[src/rtl/hazard_controller.sv]
// Pipeline hazard sequencer: load-use / jr stalls, bubbles and branch/jal flushes.
// Optional performance counters are enabled with the HC_PERF_CNT_EN macro.
module hazard_controller #(
  parameter int unsigned AWIDTH     = 5,
  parameter int unsigned CNT_WIDTH  = 2,
  parameter int unsigned PERF_WIDTH = 16
) (
  input  logic              hc_clk,
  input  logic              hc_rst,
  input  logic              hc_i_ce,
  input  logic [AWIDTH-1:0] hc_i_id_addr_rs,
  input  logic [AWIDTH-1:0] hc_i_id_addr_rt,
  input  logic              hc_i_id_uses_rt,
  input  logic              hc_i_id_jr,
  input  logic              hc_i_id_jal,
  input  logic              hc_i_ex_reg_wr,
  input  logic              hc_i_ex_memtoreg,
  input  logic [AWIDTH-1:0] hc_i_ex_addr_wr,
  input  logic              hc_i_mem_reg_wr,
  input  logic              hc_i_mem_memtoreg,
  input  logic [AWIDTH-1:0] hc_i_mem_addr_wr,
  input  logic              hc_i_ex_branch_taken,
  output logic              hc_o_stall,
  output logic              hc_o_bubble,
  output logic              hc_o_flush_ifid,
  output logic              hc_o_flush_idex
`ifdef HC_PERF_CNT_EN
  ,
  output logic [PERF_WIDTH-1:0] hc_o_stall_cnt,
  output logic [PERF_WIDTH-1:0] hc_o_flush_cnt
`endif
);

  typedef enum logic [1:0] {RUN, STALL, FLUSH} state_t;

  state_t               state, state_nxt;
  logic [CNT_WIDTH-1:0] cnt, cnt_nxt;
  logic                 ex_hit_rs, ex_hit_rt, mem_hit_rs;
  logic [1:0]           need;

  // Register $0 is never a real destination, so it never creates a hazard.
  assign ex_hit_rs  = hc_i_ex_reg_wr && (hc_i_ex_addr_wr != '0) &&
                      (hc_i_ex_addr_wr == hc_i_id_addr_rs);
  assign ex_hit_rt  = hc_i_ex_reg_wr && (hc_i_ex_addr_wr != '0) &&
                      (hc_i_ex_addr_wr == hc_i_id_addr_rt) && hc_i_id_uses_rt;
  assign mem_hit_rs = hc_i_mem_reg_wr && (hc_i_mem_addr_wr != '0) &&
                      (hc_i_mem_addr_wr == hc_i_id_addr_rs);

  always_comb begin
    need = 2'd0;
    if (hc_i_id_jr && ex_hit_rs && hc_i_ex_memtoreg)
      need = 2'd2;
    else if ((hc_i_ex_memtoreg && (ex_hit_rs || ex_hit_rt)) ||
             (hc_i_id_jr && ex_hit_rs) ||
             (hc_i_id_jr && mem_hit_rs && hc_i_mem_memtoreg))
      need = 2'd1;
  end

  always_comb begin
    state_nxt       = state;
    cnt_nxt         = cnt;
    hc_o_stall      = 1'b0;
    hc_o_bubble     = 1'b0;
    hc_o_flush_ifid = 1'b0;
    hc_o_flush_idex = 1'b0;
    if (hc_rst && hc_i_ce) begin
      if (hc_i_ex_branch_taken) begin
        hc_o_flush_ifid = 1'b1;
        hc_o_flush_idex = 1'b1;
        state_nxt       = FLUSH;
        cnt_nxt         = '0;
      end else begin
        case (state)
          STALL: begin
            hc_o_stall  = 1'b1;
            hc_o_bubble = 1'b1;
            if (cnt <= CNT_WIDTH'(1)) begin
              state_nxt = RUN;
              cnt_nxt   = '0;
            end else begin
              cnt_nxt = cnt - CNT_WIDTH'(1);
            end
          end
          FLUSH: state_nxt = RUN;
          RUN: begin
            if (need != 2'd0) begin
              hc_o_stall  = 1'b1;
              hc_o_bubble = 1'b1;
              // The current cycle is the first stall cycle; STALL covers the rest.
              if (need == 2'd2) begin
                state_nxt = STALL;
                cnt_nxt   = CNT_WIDTH'(need - 2'd1);
              end
            end else if (hc_i_id_jal) begin
              hc_o_flush_ifid = 1'b1;
            end
          end
          default: state_nxt = RUN;
        endcase
      end
    end
  end

  always_ff @(posedge hc_clk) begin
    if (!hc_rst) begin
      state <= RUN;
      cnt   <= '0;
    end else if (hc_i_ce) begin
      state <= state_nxt;
      cnt   <= cnt_nxt;
    end
  end

`ifdef HC_PERF_CNT_EN
  always_ff @(posedge hc_clk) begin
    if (!hc_rst) begin
      hc_o_stall_cnt <= '0;
      hc_o_flush_cnt <= '0;
    end else begin
      if (hc_o_stall && (hc_o_stall_cnt != '1))
        hc_o_stall_cnt <= hc_o_stall_cnt + PERF_WIDTH'(1);
      if ((hc_o_flush_ifid || hc_o_flush_idex) && (hc_o_flush_cnt != '1))
        hc_o_flush_cnt <= hc_o_flush_cnt + PERF_WIDTH'(1);
    end
  end
`else
  logic unused_perf_width;
  assign unused_perf_width = ^PERF_WIDTH;
`endif

endmodule

[config.mk]
export PLATFORM = sky130hd
export DESIGN_NAME = hazard_controller
export DESIGN_NICKNAME = d
export VERILOG_FILES = /design/src/rtl/hazard_controller.sv
export SDC_FILE = /design/constraint.sdc
export NUM_CORES = 1
export LEC_CHECK = 0
export CAP_MARGIN = 20
export CORE_MARGIN = 8
export CORE_UTILIZATION = 33
export DETAILED_ROUTE_END_ITERATION = 6
export GPL_TIMING_DRIVEN = 0
export PLACE_DENSITY = 0.77
export SYNTH_ARGS = -nofsm -noshare
export SYNTH_HDL_FRONTEND = slang
export SYNTH_SLANG_ARGS = --single-unit
[constraint.sdc]
create_clock -name hc_clk -period 2.3 [get_ports hc_clk]
set_input_delay 0.46 -clock hc_clk [delete_from_list [all_inputs] [get_ports hc_clk]]
set_output_delay 0.46 -clock hc_clk [all_outputs]
set_load 0.03 [all_outputs]
==> Word level (Yosys, flattened, before mapping) <==
Cells that the tools add are included.
{ "classes": {"add_sub_neg": 2, "magnitude_cmp": 1, "eq_ne": 8, "mux": 23, "reduce_logical": 22} }
{ "op_table": {"columns": ["op", "count"], "rows": [
  ["2-bit 2-to-1 mux", 9],
  ["5-bit == test", 3],
  ["1-bit logical AND", 12],
  ["1-bit 2-to-1 mux", 11],
  ["5-bit AND reduction", 2],
  ["5-bit nonzero test", 2],
  ["3-bit inequality test, second input constant", 3],
  ["2-bit case mux with 2 select lines", 2],
  ["2-bit by 1-bit subtractor with 2-bit output, second input constant", 2],
  ["1-bit logical OR", 3],
  ["3-bit nonzero test", 1],
  ["2-bit by 1-bit == test with 1-bit output, second input constant", 1],
  ["2-bit == test, second input constant", 1],
  ["2-bit by 1-bit <= comparator with 1-bit output, second input constant", 1],
  ["2-bit logical NOT", 1],
  ["1-bit case mux with 2 select lines", 1],
  ["2-bit nonzero test", 1]
]} }
{ "totals": {"regBits": 4, "in_bits": 31, "output_inout_bits": 4, "word_cells": 58} }

==> Logic depth before layout (Yosys ltp) <==
Gate-level depths: netlist of the first run.
{ "depth": {"depth_word": 15, "depth_mapped": 6, "mapped_depth_nobuf": 5} }

==> Worst setup path after synthesis of the first run <==
OpenSTA, ideal clock, no wires.
{ "synth_timing": {"path_kind": "in2out", "start": "input port hc_i_ex_addr_wr[3]", "end": "output port hc_o_flush_ifid", "arrival_ns": 1.897, "slack_ns": -0.057, "cell_stages": 5, "path_cell_list": "nor4_2 a211oi_2 o2111ai_1 o21ai_1 o31ai_1"} }
{ "synth_between": {"elab_chain_cells": 15, "word_cells_on_any_way": 20, "cone_classes": "eq/ne: 2; mux: 6; reduce/logical: 12"} }
{ "synth_rtl": {"columns": ["item", "line", "text"], "rows": [
  ["start, declared", "18", "input logic [AWIDTH-1:0] hc_i_ex_addr_wr,"],
  ["5-bit nonzero test", "42, 44", null],
  ["1-bit logical AND", "42, 44", null],
  ["1-bit logical AND", "44", "assign ex_hit_rt = hc_i_ex_reg_wr && (hc_i_ex_addr_wr != '0) &&"],
  ["1-bit logical AND", "45", "(hc_i_ex_addr_wr == hc_i_id_addr_rt) && hc_i_id_uses_rt;"],
  ["1-bit logical OR", "53", "else if ((hc_i_ex_memtoreg && (ex_hit_rs || ex_hit_rt)) ||"],
  ["1-bit logical AND", "53", null],
  ["1-bit logical OR", "53", null],
  ["1-bit logical OR", "54", "(hc_i_id_jr && ex_hit_rs) ||"],
  ["1-bit 2-to-1 mux", "53", null],
  ["2-bit 2-to-1 mux (*)", "51", "if (hc_i_id_jr && ex_hit_rs && hc_i_ex_memtoreg)"],
  ["2-bit nonzero test (*)", "86", "if (need != 2'd0) begin"],
  ["1-bit 2-to-1 mux (*)", "86", null],
  ["1-bit 2-to-1 mux (*)", "73", "case (state)"],
  ["1-bit 2-to-1 mux (*)", "67", "if (hc_i_ex_branch_taken) begin"],
  ["1-bit 2-to-1 mux (*)", "66", "if (hc_rst && hc_i_ce) begin"],
  ["end, declared", "25", "output logic hc_o_flush_ifid,"]
]} }
Mark *: on every way between the ends. The rest lies on a longest branch, timed or not.

==> Final worst setup path of the first run <==
{ "layout_timing": {"start": "input port hc_i_id_addr_rs[4]", "end": "output port hc_o_stall"} }
{ "layout_between": {"elab_chain_cells": 13, "word_cells_on_any_way": 19, "cone_classes": "eq/ne: 2; mux: 6; reduce/logical: 11"} }
{ "layout_rtl": {"columns": ["item", "line", "text"], "rows": [
  ["start, declared", "11", "input logic [AWIDTH-1:0] hc_i_id_addr_rs,"],
  ["5-bit == test", "43", "(hc_i_ex_addr_wr == hc_i_id_addr_rs);"],
  ["1-bit logical AND", "42", "assign ex_hit_rs = hc_i_ex_reg_wr && (hc_i_ex_addr_wr != '0) &&"],
  ["1-bit logical OR", "53", null],
  ["1-bit logical AND", "53", null],
  ["1-bit logical OR", "53", null],
  ["1-bit logical OR", "54", null],
  ["1-bit 2-to-1 mux", "53", null],
  ["2-bit 2-to-1 mux (*)", "51", null],
  ["2-bit nonzero test (*)", "86", null],
  ["1-bit 2-to-1 mux (*)", "86", null],
  ["1-bit case mux with 2 select lines (*)", "73", null],
  ["1-bit 2-to-1 mux (*)", "67", null],
  ["1-bit 2-to-1 mux (*)", "66", null],
  ["end, declared", "23", "output logic hc_o_stall,"]
]} }
Marks and branches as above.

==> results.json, run 1 <==
{
  "period_share": 0.996,
  "gp_congestion": 0.749,
  "layout.cells.non_filler": 121,
  "synth_top_family_by_area": "simple AND/OR/NAND/NOR gates",
  "finalHoldViolCount": 0,
  "use_met2": 0.225,
  "holdWs_ns": 0.491,
  "ant_nets": 0,
  "fin_skew_ns": 0.0133,
  "drive_gt1_frac": 0.333,
  "viasPerCell": 5.21,
  "cp-start-kind": "input port",
  "start_util": 0.340,
  "drc": 0,
  "hold-path-cell-count": 1,
  "min_period_ns": 2.29,
  "maxCapViolCount": 0,
  "grt_use_total": 0.120,
  "syn_area_sq_um": 494,
  "yosysUniqueCellTypes": 31,
  "r2r_end": "cnt[0]",
  "ir_drop_mv": 0.248,
  "synth_compound_area_frac": 0.228,
  "hold_path_end": "cnt[0]",
  "synthAdderAreaFrac": 0,
  "core.rowCount": 14,
  "rrSetupSlack_ns": 1.21,
  "power_density_mw_per_mm2": 304,
  "syn_inst": 63,
  "drt-initial-drc-count": 11,
  "cp.arrival_ns": 1.83,
  "wire_per_inst_microns": 14.0,
  "synth_xor_area_frac": 0.248,
  "critical_path_class": "input port to output pin",
  "grt_use_met1": 0.125,
  "grt_pass1_vias": 677,
  "crit_required_ns": 1.84,
  "grt_pass1_wl_microns": 2710,
  "tns_ns": 0,
  "io_buffers": 34,
  "yosys_register_bits": 4,
  "hold_buffers": 0,
  "timing.final.max_slew_violations": 0,
  "power_leakage_nw": 0.433,
  "ys.flop_type": "dfxtp_1",
  "top_usage_layer": "met2",
  "min_from": "cnt[0]",
  "gr-total-overflow": 0,
  "r2r_start": "state[0]",
  "synth-simple-area-share": 0.289,
  "placed_cell_area_sq_um": 860,
  "n_antenna_cell": 0,
  "path_clk_slew_ns": 0.03,
  "die_h_microns": 54.7,
  "synth_edf_count": 0,
  "ys_seq_area_frac": 0.162,
  "final_common_cell": "clkdlybuf4s50_1",
  "post-route-cell-area_sq_um": 968,
  "met3_usage": 0.0435,
  "grt_max_degree": 7,
  "clock.fmax_mhz": 436,
  "finalSetupViolCount": 0,
  "worst_setup_path_end_kind": "output pin",
  "clockBufferDepth": 2,
  "fp.dieW_microns": 54.7,
  "clock-sinks": 4,
  "first_pass_iters": 4,
  "slew-limit-headroom": 0.844,
  "cts-buffers-inserted": 3,
  "vias": 630,
  "fin_nets": 138,
  "pin_count": 35,
  "outcome": "complete, no violations",
  "htreeDepth": 1,
  "core-area_sq_mm": 0.00145,
  "reg2reg_depth": 5,
  "synth_area_per_cell_sq_um": 7.84,
  "syn-num-nets": 94,
  "antenna_found_initial": 0,
  "clkLatencyLatePin_ns": 0.25,
  "synthArstFlopShare": 0,
  "worst-path-max-fanout": 3,
  "hp-class": "flip-flop to flip-flop",
  "max_slew.worst_pin.slew_ns": 0.233,
  "rsz0062_at_grt": "yes",
  "drt-total-wl_microns": 1700,
  "layout_common_cells": "clkdlybuf4s50_1, xnor2_1, buf_4, dlygate4sd2_1",
  "dieArea_sq_mm": 0.00299,
  "cts_tree": "yes",
  "yosysWarnings": 0,
  "dp.cells": 113,
  "synth.area.mux_share": 0.0203,
  "area_growth_pct": 95.9,
  "dp_hpwl_microns": 1350,
  "clockRootBuffer": "clkbuf_4"
}
-- synthesized netlist by cell type (3+ instances only) --
| cell | count | area share |
|---|---|---|
| xnor2_1 | 9 | 0.16 |
| nand4_1 | 3 | 0.038 |
| xor2_1 | 5 | 0.089 |
| a21oi_1 | 4 | 0.041 |
| nand3_1 | 3 | 0.030 |
| nor3_1 | 3 | 0.030 |
| dfxtp_1 | 4 | 0.16 |
| inv_1 | 5 | 0.038 |
| nor2_1 | 5 | 0.038 |
-- layout make-up --
type / instances / area, sq um
plain buffers: 1 / 7.51
multi-input cells: 53 / 464
fillers: 120 / 485
well taps: 16 / 20.0
repair buffers: 39 / 355
inverters: 5 / 18.8
clock buffers: 3 / 22.5
flip-flops and latches: 4 / 80.1
-- worst max-delay path, stage by stage --
cell,delay [ns]
dlygate4sd2_1,0.29
xor2_2,0.22
nor3_4,0.07
o2111ai_2,0.09
o21ai_2,0.08
o311a_1,0.35
buf_4,0.14
buf_6,0.13
-- worst max path at each step --
stage,to,start,depth (start not counted),slack [ns]
2_1_floorplan,hc_o_stall,hc_i_ex_addr_wr[3],6,0.05
3_3_place_gp,hc_o_stall,hc_i_ex_addr_wr[3],8,-0.91
3_5_place_dp,hc_o_stall,hc_i_ex_addr_wr[3],8,-0.92
4_1_cts,hc_o_stall,hc_i_ex_addr_wr[2],8,0.004
5_1_grt,hc_o_stall,hc_i_id_addr_rs[4],8,-0.06
6_report,hc_o_stall,hc_i_id_addr_rs[4],8,0.009
-- cells by family (layout without fill, tap and decap cells) --
family                 count (synthesis)  after routing
AO/OA/AOI/OAI                         15             15
buffers and inverters                  6             48
multiplexers                           1              1
AND/OR/NAND/NOR                       23             23
flip-flops                             4              4
XOR/XNOR                              14             14
-- state kept, by name, indices dropped and copies added (netlist names) --
signal,flops
state,2
cnt,2
-- per-stage QoR --
step	util	power [W]	setup WS, ns
2_1_floorplan	-	0.000123	0.0540
3_3_place_gp	0.591	0.000194	-0.907
3_5_place_dp	0.591	0.000196	-0.919
4_1_cts	0.633	0.000290	0.00413
5_1_grt	0.666	0.000314	-0.0551
6_report	0.666	0.000295	0.00887
-- layer usage --
layer  wire [microns]  up-vias
met5                0        -
met4                0        0
met3              136        0
met2              942       20
met1              618      297
li1                 -      313
-- timing repair --
action / 4_1_cts / 5_1_grt
setup endpoints to repair: 4 / 4
hold endpoints to repair: 0 / 0
pin swaps: 14 / 10
gates resized for setup: 64 / 19
buffers inserted: 2 / 3
-- report_power, final --
group	switching, W	internal [W]
Combinational	0.0000595	0.0000712
Clock	0.0000330	0.0000586
Sequential	0.00000154	0.0000708
Total	0.0000940	0.000201
Power figures use the tool's default switching activity.
==> inputs of run 2 (changes only) <==
--- a/config.mk
+++ b/config.mk
@@ -6,11 +6,14 @@
 export NUM_CORES = 1
 export LEC_CHECK = 0
 export CAP_MARGIN = 20
+export CELL_PAD_IN_SITES_DETAIL_PLACEMENT = 1
+export CELL_PAD_IN_SITES_GLOBAL_PLACEMENT = 1
+export CORE_ASPECT_RATIO = 0.7
 export CORE_MARGIN = 8
-export CORE_UTILIZATION = 33
+export CORE_UTILIZATION = 20
 export DETAILED_ROUTE_END_ITERATION = 6
 export GPL_TIMING_DRIVEN = 0
-export PLACE_DENSITY = 0.77
+export PLACE_DENSITY = 0.73
 export SYNTH_ARGS = -nofsm -noshare
 export SYNTH_HDL_FRONTEND = slang
 export SYNTH_SLANG_ARGS = --single-unit
==> constraint.sdc (replaced) <==
create_clock -name hc_clk -period 1.9 [get_ports hc_clk]
set_input_delay 0.38 -clock hc_clk [delete_from_list [all_inputs] [get_ports hc_clk]]
set_output_delay 0.38 -clock hc_clk [all_outputs]
set_load 0.03 [all_outputs]
==> run 2 against run 1 <==
The flow now finishes with violations (negative setup slack). Final cell count up 17%. Die area up 45%. Sequential share of layout area decreased by 0.44 points. Routed wire length increased by 32%. First-iteration DRC count is 27% lower. Combinational power grew 30%. Count of clock-buffer cells in the layout stayed put. Critical path depth unchanged. Sequential power increased by 21%.
==> results.json, run 2 (same netlist as run 1, synthesis figures left out) <==
{
  "path_clk_slew_ns": 0.04,
  "min_period_ns": 2.07,
  "layout_common_cells": "dlygate4sd2_1, xnor2_1, buf_4",
  "wire_per_inst_microns": 15.9,
  "core.rowCount": 15,
  "ir_drop_mv": 0.113,
  "cp.arrival_ns": 1.69,
  "gr-total-overflow": 0,
  "n_antenna_cell": 0,
  "grt_pass1_wl_microns": 3680,
  "critical_path_class": "input port to output pin",
  "fp.dieW_microns": 75.4,
  "fillCellCount": 311,
  "reg.largest.list": "cnt (2), state (2)",
  "start_util": 0.206,
  "fin_nets": 140,
  "dieArea_sq_mm": 0.00434,
  "finalHoldViolCount": 0,
  "grt_max_degree": 7,
  "power_density_mw_per_mm2": 364,
  "cp-start-kind": "input port",
  "final_common_cell": "dlygate4sd2_1",
  "outcome": "complete, but fails checks",
  "slew-limit-headroom": 0.828,
  "layout.cells.non_filler": 141,
  "rsz0062_at_grt": "yes",
  "route.met3.wl_microns": 108,
  "gp_congestion": 0.819,
  "grt_use_total": 0.111,
  "hold_buffers": 0,
  "dp.cells": 131,
  "p_sw_frac": 0.335,
  "io_buffers": 34,
  "rrSetupSlack_ns": 0.81,
  "core-area_sq_mm": 0.00240,
  "clock.fmax_mhz": 483,
  "viasPerCell": 4.51,
  "worst_setup_path_end_kind": "output pin",
  "comb_power_share": 0.457,
  "drt-initial-drc-count": 8,
  "cts-buffers-inserted": 3,
  "antenna_found_initial": 0,
  "grt_pass1_vias": 750,
  "max_slew.worst_pin.slew_ns": 0.256,
  "cts_tree": "yes",
  "met2WireLength_microns": 1260,
  "clockBufferDepth": 2,
  "period_share": 1.09,
  "p_clk_frac": 0.307,
  "drive_gt1_frac": 0.364,
  "met1Wirelength_microns": 847,
  "drt-total-wl_microns": 2240,
  "clkLatencyLatePin_ns": 0.25,
  "power_leakage_nw": 0.431,
  "holdWs_ns": 0.479,
  "drc": 0,
  "hp-class": "flip-flop to flip-flop",
  "fin_ws_ns": -0.170,
  "pin_count": 35,
  "violations": "negative setup slack",
  "clock-sinks": 4,
  "fin_skew_ns": 0.00615,
  "worst-path-max-fanout": 3,
  "vias": 636,
  "htreeDepth": 1,
  "ant_nets": 0,
  "p_switching_w": 0.000125,
  "dp_hpwl_microns": 1730,
  "die_h_microns": 57.6,
  "crit_required_ns": 1.52,
  "area_growth_pct": 107,
  "first_pass_iters": 4,
  "clockRootBuffer": "clkbuf_4",
  "top_layer": "met4",
  "finalSetupViolCount": 3,
  "intPower_w": 0.000248,
  "maxCapViolCount": 0,
  "timing.final.max_slew_violations": 0,
  "pwr-share-seq": 0.235
}
-- run 2: cell count changes in the layout (fill, tap and decap cells not counted), sizes merged --
cell / change
buf: +6
clkdlybuf4s50: -8
clkbuf: -3
dlygate4sd2: +9
dlymetal6s2s: -2
-- run 2: area by class of cell --
cell class,instances,area [sq um],share of cell area
buffer,1,11.3,0.0110
clock buffer,3,22.5,0.0220
inverter,5,18.8,0.0183
multi-input combinational,53,477,0.466
sequential,4,80.1,0.0782
tap,34,42.5,0.0416
timing repair buffer,41,372,0.363
-- run 2: per-layer routing --
metal  vias to the layer above  global-route usage
met5                         -                   0
met3                         4              0.0332
met4                         0              0.0327
li1                        319                   -
met2                        14               0.207
met1                       299               0.115
-- run 2: what timing repair did --
item / in CTS / in global routing
pin swaps: 19 / 6
buffers inserted: 5 / 2
resized for setup: 95 / 4
endpoints found under the setup margin: 4 / 4
-- run 2: worst paths after layout --
kind | from | to | depth (start not counted)
worst min register to register | cnt[1] | cnt[1] | 1
worst max-delay path | hc_i_ex_addr_wr[3] | hc_o_stall | 8
worst min-delay path | cnt[1] | cnt[1] | 1
worst max register to register | state[0] | cnt[0] | 5
-- run 2: power groups by stage --
| stage | Combinational (W) | Clock, W | Sequential [W] |
|---|---|---|---|
| floorplan | 0.0000611 | 0 | 0.0000885 |
| global placement | 0.000152 | 0 | 0.0000889 |
| detailed placement | 0.000157 | 0 | 0.0000891 |
| CTS | 0.000163 | 0.000121 | 0.0000876 |
| global route | 0.000183 | 0.000125 | 0.0000878 |
| finish | 0.000170 | 0.000115 | 0.0000877 |
-- run 2: critical path: stages --
cell and delay, ns:
buf_8 0.11, nor4_4 0.31, a211oi_2 0.14, o2111ai_2 0.09
o21ai_2 0.11, o311a_4 0.32, buf_6 0.11, buf_6 0.12
-- run 2: stage by stage --
step | cell area, sq um | util | setup TNS [ns] | setup WS [ns] | total power, W
after floorplan | 523 | - | -0.0808 | -0.0512 | 0.000150
after global placement | 906 | 0.377 | -4.30 | -1.20 | 0.000241
after detailed placement | 906 | 0.377 | -4.52 | -1.25 | 0.000246
after CTS | 1000 | 0.417 | -0.454 | -0.211 | 0.000371
after global routing | 1020 | 0.426 | -0.570 | -0.222 | 0.000396
final | 1020 | 0.426 | -0.388 | -0.170 | 0.000373
==> inputs of run 3 (changes only) <==
--- a/config.mk
+++ b/config.mk
@@ -10,10 +10,12 @@
 export CELL_PAD_IN_SITES_GLOBAL_PLACEMENT = 1
 export CORE_ASPECT_RATIO = 0.7
 export CORE_MARGIN = 8
-export CORE_UTILIZATION = 20
+export CORE_UTILIZATION = 22
+export CTS_CLUSTER_SIZE = 14
 export DETAILED_ROUTE_END_ITERATION = 6
 export GPL_TIMING_DRIVEN = 0
-export PLACE_DENSITY = 0.73
+export PLACE_DENSITY = 0.77
 export SYNTH_ARGS = -nofsm -noshare
 export SYNTH_HDL_FRONTEND = slang
 export SYNTH_SLANG_ARGS = --single-unit
+export TNS_END_PERCENT = 1
==> constraint.sdc (replaced) <==
create_clock -name hc_clk -period 2.11 [get_ports hc_clk]
set_input_delay 0.422 -clock hc_clk [delete_from_list [all_inputs] [get_ports hc_clk]]
set_output_delay 0.422 -clock hc_clk [all_outputs]
set_load 0.03 [all_outputs]
==> run 3 against run 2 <==
The run still ends with negative setup slack left. Flip-flop and latch count unchanged. Register-to-register slack improved by 0.14 ns. Clock skew hardly changed. Utilization rose by 3.9 points. First-iteration DRC count decreased by 25%. Via count decreased by 0.94%. Final area fell by 2.8%. Routed wire length down 6.3%. Die area decreased by 6.9%. Non-clock buffer count shrank 3.
==> results.json, run 3 (same netlist as run 1, synthesis figures left out) <==
{
  "outcome": "complete, but fails checks",
  "violations": "negative setup slack",
  "drt-total-wl_microns": 2100,
  "area_growth_pct": 101,
  "dp.cells": 129,
  "die_h_microns": 55.7,
  "vias": 630,
  "period_share": 1.07,
  "dp_hpwl_microns": 1760,
  "cp-start-kind": "input port",
  "hold_buffers": 0,
  "core.rowCount": 14,
  "crit_required_ns": 1.69,
  "rrSetupSlack_ns": 0.95,
  "post-route-cell-area_sq_um": 995,
  "multi_input_area_sq_um": 464,
  "core-area_sq_mm": 0.00214,
  "io_buffers": 34,
  "gr-total-overflow": 0,
  "power_w": 0.000329,
  "hold-path-cell-count": 1,
  "seqCellArea_sq_um": 80.1,
  "fp.dieW_microns": 72.7,
  "hp-class": "flip-flop to flip-flop",
  "layout.cells.non_filler": 136,
  "htreeDepth": 1,
  "cp.arrival_ns": 1.83,
  "clock.fmax_mhz": 445,
  "dieArea_sq_mm": 0.00404,
  "cts-buffers-inserted": 3,
  "clock-sinks": 4,
  "gp_congestion": 0.779,
  "clockRootBuffer": "clkbuf_4",
  "worstSetupStartpoint": "hc_i_ex_addr_wr[1]",
  "first_pass_iters": 3,
  "drt-initial-drc-count": 6,
  "drc": 0,
  "critPathCapture": "hc_o_stall",
  "clockBufferDepth": 2,
  "finalHoldViolCount": 0,
  "wire_per_inst_microns": 15.4,
  "grt_pass1_wl_microns": 3440,
  "layout_common_cells": "clkdlybuf4s50_1, xnor2_1, buf_2",
  "grt_pass1_vias": 751,
  "placed_cell_area_sq_um": 880,
  "ant_nets": 0,
  "path_clk_slew_ns": 0.04,
  "drive_gt1_frac": 0.346,
  "n_antenna_cell": 0,
  "reg.largest.list": "cnt (2), state (2)",
  "antenna_found_initial": 0,
  "maxCapViolCount": 0,
  "power_density_mw_per_mm2": 330,
  "tns_ns": -0.262,
  "worst-path-max-fanout": 2,
  "worst_setup_path_end_kind": "output pin",
  "grt_max_degree": 7,
  "grt_use_total": 0.106,
  "timing.final.max_slew_violations": 0,
  "final_common_cell": "clkdlybuf4s50_1",
  "fin_ws_ns": -0.139,
  "power_leakage_nw": 0.433,
  "r2r_start": "state[0]",
  "rsz0062_at_grt": "yes",
  "viasPerCell": 4.63,
  "cts_tree": "yes",
  "slew-limit-headroom": 0.816,
  "reg2reg_depth": 5,
  "min_period_ns": 2.25,
  "fin_nets": 137,
  "r2r_end": "cnt[0]",
  "ir_drop_mv": 0.141,
  "clkLatencyLatePin_ns": 0.24,
  "fin_skew_ns": 0.00566,
  "pin_count": 35,
  "critical_path_class": "input port to output pin",
  "finalSetupViolCount": 3,
  "max_slew.worst_pin.slew_ns": 0.274,
  "start_util": 0.231,
  "fillCellCount": 267
}
[run 3: changes by cell type in the layout (fill, tap and decap cells not counted), sizes merged]
cell	before	now
dlygate4sd2	16	5
clkdlybuf4s50	3	11
buf	20	15
dlymetal6s2s	1	4
clkdlybuf4s15	2	4
[run 3: per-stage QoR]
step / utilization / worst slack [ns] / hold slack, ns
5_1_grt: 0.465 / -0.230 / 0.521
2_1_floorplan: - / -0.0600 / 0.458
3_3_place_gp: 0.412 / -1.12 / 0.480
4_1_cts: 0.456 / -0.133 / 0.489
3_5_place_dp: 0.412 / -1.19 / 0.484
6_report: 0.465 / -0.139 / 0.496
[run 3: layer usage]
layer	global-route usage	up-vias	wire [microns]
met3	0.0324	6	93
met4	0.0398	0	46
met5	0	-	0
li1	-	309	-
met2	0.183	18	1090
met1	0.117	297	868
[run 3: final cells by class]
class / instances / area share
buffer: 1 / 0.00755
tap: 32 / 0.0403
timing repair buffer: 38 / 0.364
sequential: 4 / 0.0805
multi-input combinational: 53 / 0.467
inverter: 5 / 0.0189
clock buffer: 3 / 0.0226
[run 3: timing repair]
item                                   4_1_cts  5_1_grt
setup endpoints to repair                    4        4
pin swaps                                   12        7
endpoints found under the hold margin        0        0
buffers inserted                             3        1
resized for setup                           77        9
[run 3: how the worst min path moves through the flow]
stage                 from      to  slack, ns
CTS                 cnt[1]  cnt[1]       0.49
global route        cnt[1]  cnt[1]       0.52
floorplan           cnt[1]  cnt[1]       0.46
global placement    cnt[1]  cnt[1]       0.48
detailed placement  cnt[1]  cnt[1]       0.48
finish              cnt[1]  cnt[1]       0.50
[run 3: where the power goes]
part	total, W	internal [W]	switching (W)
logic	0.000149	0.0000822	0.0000667
registers	0.0000790	0.0000772	0.00000180
clock network	0.000101	0.0000640	0.0000367
[run 3: critical path, stage by stage]
cell and delay [ns]:
buf_8 0.10, nor4_4 0.32, a211oi_2 0.13, o2111ai_2 0.09, o21ai_2 0.10, o311a_1 0.39
buf_4 0.14, buf_6 0.13
